[src/rtl/filter_switch_declicker.sv]
// rtl/filter_switch_declicker.sv - debounced filter select with gain ramp around coefficient swaps
// Optional feature macro: SOFT_START_EN (muted power-up followed by a fade-in)
module filter_switch_declicker #(
  parameter int GAIN_W      = 8,
  parameter int STEP        = 4,
  parameter int HOLD_FRAMES = 32,
  parameter int DEB_FRAMES  = 16
) (
  input  logic               MCLK,
  input  logic               RESET,
  input  logic [3:0]         SWITCH_IN,
  input  logic               LEFT_RX_READY,
  input  logic signed [23:0] RIGHT_IN,
  input  logic signed [23:0] LEFT_IN,
  output logic [3:0]         SWITCH_OUT,
  output logic signed [23:0] RIGHT_OUT,
  output logic signed [23:0] LEFT_OUT,
  output logic               MUTED
);

  // gain is unsigned 0..UNITY, one bit wider than the fraction
  localparam int GW = GAIN_W + 1;
  // product width: 24-bit sample times a gain of at most 2**GAIN_W never exceeds this
  localparam int PW = 24 + GAIN_W;
  localparam logic [GAIN_W:0] UNITY  = {1'b1, {GAIN_W{1'b0}}};
  localparam logic [GAIN_W:0] STEP_G = GW'(STEP);
  localparam logic [GAIN_W:0] GAIN_Z = '0;

  localparam int HW = $clog2(HOLD_FRAMES);
  localparam logic [HW-1:0] HOLD_LAST = HW'(HOLD_FRAMES - 1);
  localparam logic [HW-1:0] HOLD_ONE  = HW'(1);

  localparam int DW = $clog2(DEB_FRAMES + 1);
  localparam logic [DW-1:0] DEB_LAST = DW'(DEB_FRAMES - 1);
  localparam logic [DW-1:0] DEB_FULL = DW'(DEB_FRAMES);
  localparam logic [DW-1:0] DEB_ONE  = DW'(1);

  typedef enum logic [1:0] {
    S_PASS    = 2'd0,
    S_RAMP_DN = 2'd1,
    S_HOLD    = 2'd2,
    S_RAMP_UP = 2'd3
  } state_t;

`ifdef SOFT_START_EN
  localparam state_t          RST_STATE = S_HOLD;
  localparam logic [GAIN_W:0] RST_GAIN  = GAIN_Z;
`else
  localparam state_t          RST_STATE = S_PASS;
  localparam logic [GAIN_W:0] RST_GAIN  = UNITY;
`endif

  logic [3:0]          r_sync1;
  logic [3:0]          r_sync2;
  logic [3:0]          r_cand;
  logic [DW-1:0]       r_deb_cnt;
  logic [3:0]          r_pending;

  state_t              r_state;
  logic [GAIN_W:0]     r_gain;
  logic [HW-1:0]       r_hold_cnt;
  logic [3:0]          r_switch_out;

  state_t              w_state_nxt;
  logic [GAIN_W:0]     w_gain_nxt;
  logic [HW-1:0]       w_hold_nxt;
  logic [3:0]          w_switch_nxt;
  logic                w_change;

  logic signed [PW-1:0] w_gain_ext;
  logic signed [PW-1:0] w_left_ext;
  logic signed [PW-1:0] w_right_ext;
  logic signed [PW-1:0] w_left_prod;
  logic signed [PW-1:0] w_right_prod;

  logic signed [23:0]  r_left_out;
  logic signed [23:0]  r_right_out;

  // two-flop synchroniser for the asynchronous board switches
  always_ff @(posedge MCLK) begin
    if (RESET) begin
      r_sync1 <= 4'd0;
      r_sync2 <= 4'd0;
    end else begin
      r_sync1 <= SWITCH_IN;
      r_sync2 <= r_sync1;
    end
  end

  // debounce: any change restarts the count; DEB_FRAMES stable strobes promote the candidate
  always_ff @(posedge MCLK) begin
    if (RESET) begin
      r_cand    <= 4'd0;
      r_deb_cnt <= '0;
      r_pending <= 4'd0;
    end else if (r_sync2 != r_cand) begin
      r_cand    <= r_sync2;
      r_deb_cnt <= '0;
    end else if (LEFT_RX_READY && (r_deb_cnt != DEB_FULL)) begin
      r_deb_cnt <= r_deb_cnt + DEB_ONE;
      if (r_deb_cnt == DEB_LAST) begin
        r_pending <= r_cand;
      end
    end
  end

  // the FSM always compares against the registered PENDING, so a same-edge update is seen a frame later
  assign w_change = (r_pending != r_switch_out);

  // next-state and gain: every transition happens on a frame strobe only
  always_comb begin
    w_state_nxt  = r_state;
    w_gain_nxt   = r_gain;
    w_hold_nxt   = r_hold_cnt;
    w_switch_nxt = r_switch_out;
    if (LEFT_RX_READY) begin
      case (r_state)
        S_PASS: begin
          w_gain_nxt = UNITY;
          if (w_change) begin
            w_state_nxt = S_RAMP_DN;
          end
        end
        S_RAMP_DN: begin
          if (r_gain <= STEP_G) begin
            w_gain_nxt   = GAIN_Z;
            w_state_nxt  = S_HOLD;
            w_switch_nxt = r_pending;
            w_hold_nxt   = '0;
          end else begin
            w_gain_nxt = r_gain - STEP_G;
          end
        end
        S_HOLD: begin
          w_gain_nxt = GAIN_Z;
          if (w_change) begin
            w_switch_nxt = r_pending;
            w_hold_nxt   = '0;
          end else if (r_hold_cnt == HOLD_LAST) begin
            w_state_nxt = S_RAMP_UP;
            w_hold_nxt  = '0;
          end else begin
            w_hold_nxt = r_hold_cnt + HOLD_ONE;
          end
        end
        S_RAMP_UP: begin
          if (w_change) begin
            w_state_nxt = S_RAMP_DN;
          end else if (r_gain >= (UNITY - STEP_G)) begin
            w_gain_nxt  = UNITY;
            w_state_nxt = S_PASS;
          end else begin
            w_gain_nxt = r_gain + STEP_G;
          end
        end
        default: begin
          w_state_nxt = RST_STATE;
          w_gain_nxt  = RST_GAIN;
        end
      endcase
    end
  end

  // FSM, gain and filter-select registers
  always_ff @(posedge MCLK) begin
    if (RESET) begin
      r_state      <= RST_STATE;
      r_gain       <= RST_GAIN;
      r_hold_cnt   <= '0;
      r_switch_out <= 4'd0;
    end else begin
      r_state      <= w_state_nxt;
      r_gain       <= w_gain_nxt;
      r_hold_cnt   <= w_hold_nxt;
      r_switch_out <= w_switch_nxt;
    end
  end

  // signed sample times non-negative gain; the true product always fits in PW bits
  assign w_gain_ext   = $signed({{(PW - GW){1'b0}}, r_gain});
  assign w_left_ext   = $signed({{GAIN_W{LEFT_IN[23]}}, LEFT_IN});
  assign w_right_ext  = $signed({{GAIN_W{RIGHT_IN[23]}}, RIGHT_IN});
  assign w_left_prod  = w_left_ext * w_gain_ext;
  assign w_right_prod = w_right_ext * w_gain_ext;

  // gained samples registered every MCLK; arithmetic shift rounds toward -inf
  always_ff @(posedge MCLK) begin
    if (RESET) begin
      r_left_out  <= 24'sd0;
      r_right_out <= 24'sd0;
    end else begin
      r_left_out  <= 24'(w_left_prod >>> GAIN_W);
      r_right_out <= 24'(w_right_prod >>> GAIN_W);
    end
  end

  assign SWITCH_OUT = r_switch_out;
  assign LEFT_OUT   = r_left_out;
  assign RIGHT_OUT  = r_right_out;
  assign MUTED      = (r_gain == GAIN_Z);

endmodule
[config.mk]
export PLATFORM = sky130hd
export DESIGN_NAME = filter_switch_declicker
export DESIGN_NICKNAME = d
export VERILOG_FILES = /design/src/rtl/filter_switch_declicker.sv
export SDC_FILE = /design/constraint.sdc
export NUM_CORES = 1
export LEC_CHECK = 0
export CORE_ASPECT_RATIO = 1.1
export CORE_MARGIN = 2
export CORE_UTILIZATION = 60
export CTS_BUF_LIST = sky130_fd_sc_hd__clkbuf_2
export CTS_CLUSTER_SIZE = 24
export DETAILED_ROUTE_END_ITERATION = 6
export PLACE_DENSITY = 0.81
export SYNTH_ARGS = -nofsm -noshare
export SYNTH_HDL_FRONTEND = slang
export SYNTH_SLANG_ARGS = --single-unit
[constraint.sdc]
create_clock -name MCLK -period 7.5 [get_ports MCLK]
set_input_delay 2.25 -clock MCLK [delete_from_list [all_inputs] [get_ports MCLK]]
set_output_delay 2.25 -clock MCLK [all_outputs]
set_load 0.03 [all_outputs]
==> impl_metrics.json <==
{
  "worst_pin_slew_ns": 1.17,
  "clock-root-buffer": "clkbuf_2",
  "grt_pass1_wl_um": 54700,
  "routed-via-count": 10900,
  "p_total_uw": 1080,
  "synthSimpleGateAreaFrac_pct": 20.2,
  "power_density_nw_per_um2": 64.9,
  "synth_compound_area_share_pct": 6.70,
  "synth_area_per_cell_um2": 9.70,
  "synth_ff_type": "dfxtp_1",
  "swShare_pct": 37.3,
  "area_growth_pct": 9.99,
  "grt_pass1_vias": 11800,
  "min_path_type": "flop to flop",
  "clk_path_buf_depth": 2,
  "crit_required_ns": 8.03,
  "placement.io_buffers": 107,
  "synth_fa_ha_area_share_pct": 51.7,
  "postCtsSetupRepairBufs": 0,
  "timing.final.max_slew_violations": 0,
  "pwr-share-clk_pct": 25.9,
  "synth_top_family_by_area": "adder cells",
  "power_frac_seq_pct": 45.6,
  "avgViaCountPerCell": 5.55,
  "fin_crit_ns": 6.96,
  "max_stage_delay_ns": 0.62,
  "fillCellCount": 1978,
  "ant_nets": 0,
  "path_max_fanout": 7,
  "drv_cap": 0,
  "p_leak_uw": 0.00849,
  "fin_ws_ns": 0.543,
  "start_util_pct": 61.3,
  "drive_gt1_share_pct": 3.03,
  "core_um2": 24600,
  "cts-hold-fix-buffers": 0,
  "postSynthRegisterBits": 87,
  "synth_edf_count": 0,
  "grt_overflow": 0,
  "routed_wl_um": 30800,
  "p_switching_uw": 402,
  "boundaryPins": 108,
  "slowest_stage": "clkdlybuf4s50_1",
  "clk_latency_ns": 0.67,
  "relSlewSlack_pct": 21.7,
  "die_h_um": 170,
  "grt_max_degree": 46,
  "max_freq_ghz": 0.144,
  "crit_arrival_ns": 7.48,
  "drcViolationCount": 0,
  "outcome": "finished, final reports clean",
  "clk_pin_slew_ns": 0.34,
  "grt.total_usage_pct": 25.4,
  "finClkSkew_ns": 0.0741,
  "path_cells": "clkdlybuf4s50_1 -> and2_1 -> fa_1 -> fa_1 -> fa_1 -> fa_1 -> ha_1 -> ha_1 -> nand4_1 -> o22ai_1 -> a41oi_1 -> o31a_1 -> o221a_4 -> o2111ai_4 -> a21oi_2 -> xnor2_1 -> nor2_1",
  "synth-seq-area-share_pct": 11.5,
  "yosysUniqueCellTypes": 65,
  "htree_levels": 3,
  "post-route-period-util_pct": 92.8,
  "nets": 2180,
  "post_cts_resize_count": 0,
  "internal_power_uw": 676,
  "globalplace.congestion": 0.892,
  "hold_viol": 0,
  "clkSinkCount": 87,
  "critical_path_class": "input pin to flop",
  "synth-async-reset-ratio_pct": 0,
  "rsz0062_at_grt": "no",
  "antenna_found_initial": 1,
  "drtPass1Iterations": 4,
  "yosys_warnings": 0,
  "drtIter0Drc": 407,
  "numCtsBuffers": 9,
  "cpMostUsedCell": "fa_1",
  "start_kind": "input pin",
  "crit_path_end_kind": "flop",
  "syn_inst": 1558,
  "finalSetupTns_ns": 0,
  "combPwrFrac_pct": 28.4,
  "wl_per_cell_um": 15.7,
  "cts_tree": "built",
  "rows": 60,
  "die-area_um2": 26500,
  "die_w_um": 155,
  "vdd_ir_drop_max_uv": 70.2,
  "muxShareOfSynthArea_pct": 0.663,
  "setup_violations": 0,
  "netlist_area_um2": 15100,
  "dp_slack_ns": -0.111,
  "synth_xor_area_share_pct": 4.06,
  "place_hpwl_um": 24700
}
==> registers in the layout (all words and copies together), names as in the netlist <==
register / count
r_gain: 7
r_sync2: 4
r_pending: 4
r_sync1: 4
r_hold_cnt: 5
r_deb_cnt: 5
RIGHT_OUT: 24
LEFT_OUT: 24
r_state: 2
r_cand: 4
SWITCH_OUT: 4
==> final cells by class <==
type | count | area, µm² | area share [%]
Inverter | 149 | 559 | 3.37
Antenna cell | 1 | 2.50 | 0.0151
Multi-Input combinational cell | 1276 | 12600 | 76.0
Timing Repair Buffer | 122 | 1180 | 7.09
Tap cell | 310 | 388 | 2.33
Sequential cell | 87 | 1740 | 10.5
Clock buffer | 9 | 45.0 | 0.271
Clock inverter | 7 | 72.6 | 0.437
==> kinds of logic after synthesis <==
group                    after synthesis
AND/OR/NAND/NOR                      559
adder cells (fa/ha/maj)              480
buffers and inverters                204
AO/OA/AOI/OAI                        147
flip-flops                            87
XOR/XNOR                              70
multiplexers                          10
other                                  1
==> layer usage <==
| layer | track usage, % | share of wire [%] |
|---|---|---|
| met5 | 0 | 0 |
| met2 | 47.0 | 53 |
| met3 | 2.60 | 3.3 |
| met4 | 6.42 | 1.6 |
| met1 | 31.9 | 42 |
==> stage by stage <==
stage	utilization [%]	cells	hold slack (ns)	cell area (µm²)
4_1_cts	67.5	1960	0.403	16600
2_1_floorplan	-	1567	0.414	15100
3_5_place_dp	67.0	1944	0.436	16500
3_3_place_gp	67.0	1944	0.417	16500
6_report	67.5	1961	0.411	16600
5_1_grt	67.5	1961	0.421	16600
==> layout by cell type, fill, tap and decap left out, types with 3 or more instances in the layout <==
cell type,netlist,final
o21ai_0,17,17
nor4_1,3,3
o21ai_1,9,9
a21oi_2,3,3
a31oi_1,8,8
nor2_1,95,95
and2_1,298,298
o21a_1,8,8
and3_1,6,6
conb_1,1,10
clkdlybuf4s50_1,0,106
nand2_1,82,82
nor2b_1,19,19
nand2b_1,7,7
nor3_1,9,9
dfxtp_1,87,87
nand4_1,6,6
mux2i_1,10,10
or3_1,3,3
fa_1,240,240
xnor2_1,36,36
a21oi_1,47,47
ha_1,240,240
inv_1,149,149
a211oi_1,7,7
a21o_1,11,11
a2111oi_0,4,4
clkbuf_2,0,9
xor2_1,34,34
buf_4,0,15
o211ai_1,5,5
nand3_1,16,16
==> worst paths after layout <==
| check | endpoint | cells past startpoint | slack, ns | from |
|---|---|---|---|---|
| worst min-delay path | r_sync2[2]$_SDFF_PP0_ | 1 | 0.41 | r_sync1[2]$_SDFF_PP0_ |
| worst min register to register | r_sync2[2]$_SDFF_PP0_ | 1 | 0.41 | r_sync1[2]$_SDFF_PP0_ |
| worst max register to register | LEFT_OUT[23]$_SDFF_PP0_ | 17 | 1.44 | r_gain[5]$_SDFFE_PP0P_ |
| worst max-delay path | LEFT_OUT[23]$_SDFF_PP0_ | 17 | 0.54 | LEFT_IN[9] |
==> power groups by stage <==
stage	sequential, µW	clock (µW)	combinational (µW)
2_1_floorplan	531	0	150
6_report	492	280	306
5_1_grt	495	310	339
3_5_place_dp	500	0	306
3_3_place_gp	499	0	301
4_1_cts	492	292	310
==> cells in the mapped netlist, types with 3 or more instances <==
master | number | share of area, %
o21ai_0 | 17 | 0.56
mux2i_1 | 10 | 0.66
and3_1 | 6 | 0.25
ha_1 | 240 | 20
a2111oi_0 | 4 | 0.23
buf_2 | 4 | 0.13
xor2_1 | 34 | 2.0
nand2b_1 | 7 | 0.29
inv_1 | 149 | 3.7
a21oi_1 | 47 | 1.6
a211oi_1 | 7 | 0.35
nor2b_1 | 19 | 0.79
and2_1 | 298 | 12
nand3_1 | 16 | 0.53
or3_1 | 3 | 0.12
dfxtp_1 | 87 | 12
a21oi_2 | 3 | 0.17
a31oi_1 | 8 | 0.33
fa_1 | 240 | 32
nor4_1 | 3 | 0.12
a21o_1 | 11 | 0.55
nand2_1 | 82 | 2.0
xnor2_1 | 36 | 2.1
o21ai_1 | 9 | 0.30
nor2_1 | 95 | 2.4
nand4_1 | 6 | 0.25
clkbuf_1 | 51 | 1.3
o211ai_1 | 5 | 0.25
nor3_1 | 9 | 0.30
o21a_1 | 8 | 0.40
==> worst max-delay path: cells and delay by family <==
kind	cells	cell delay [ns]
AO/OA/AOI/OAI	6	1.36
XOR/XNOR	1	0.14
adder cells (fa/ha/maj)	6	2.61
buffers and inverters	1	0.62
AND/OR/NAND/NOR	3	0.49
No activity file was read; power rests on OpenSTA's default activity.
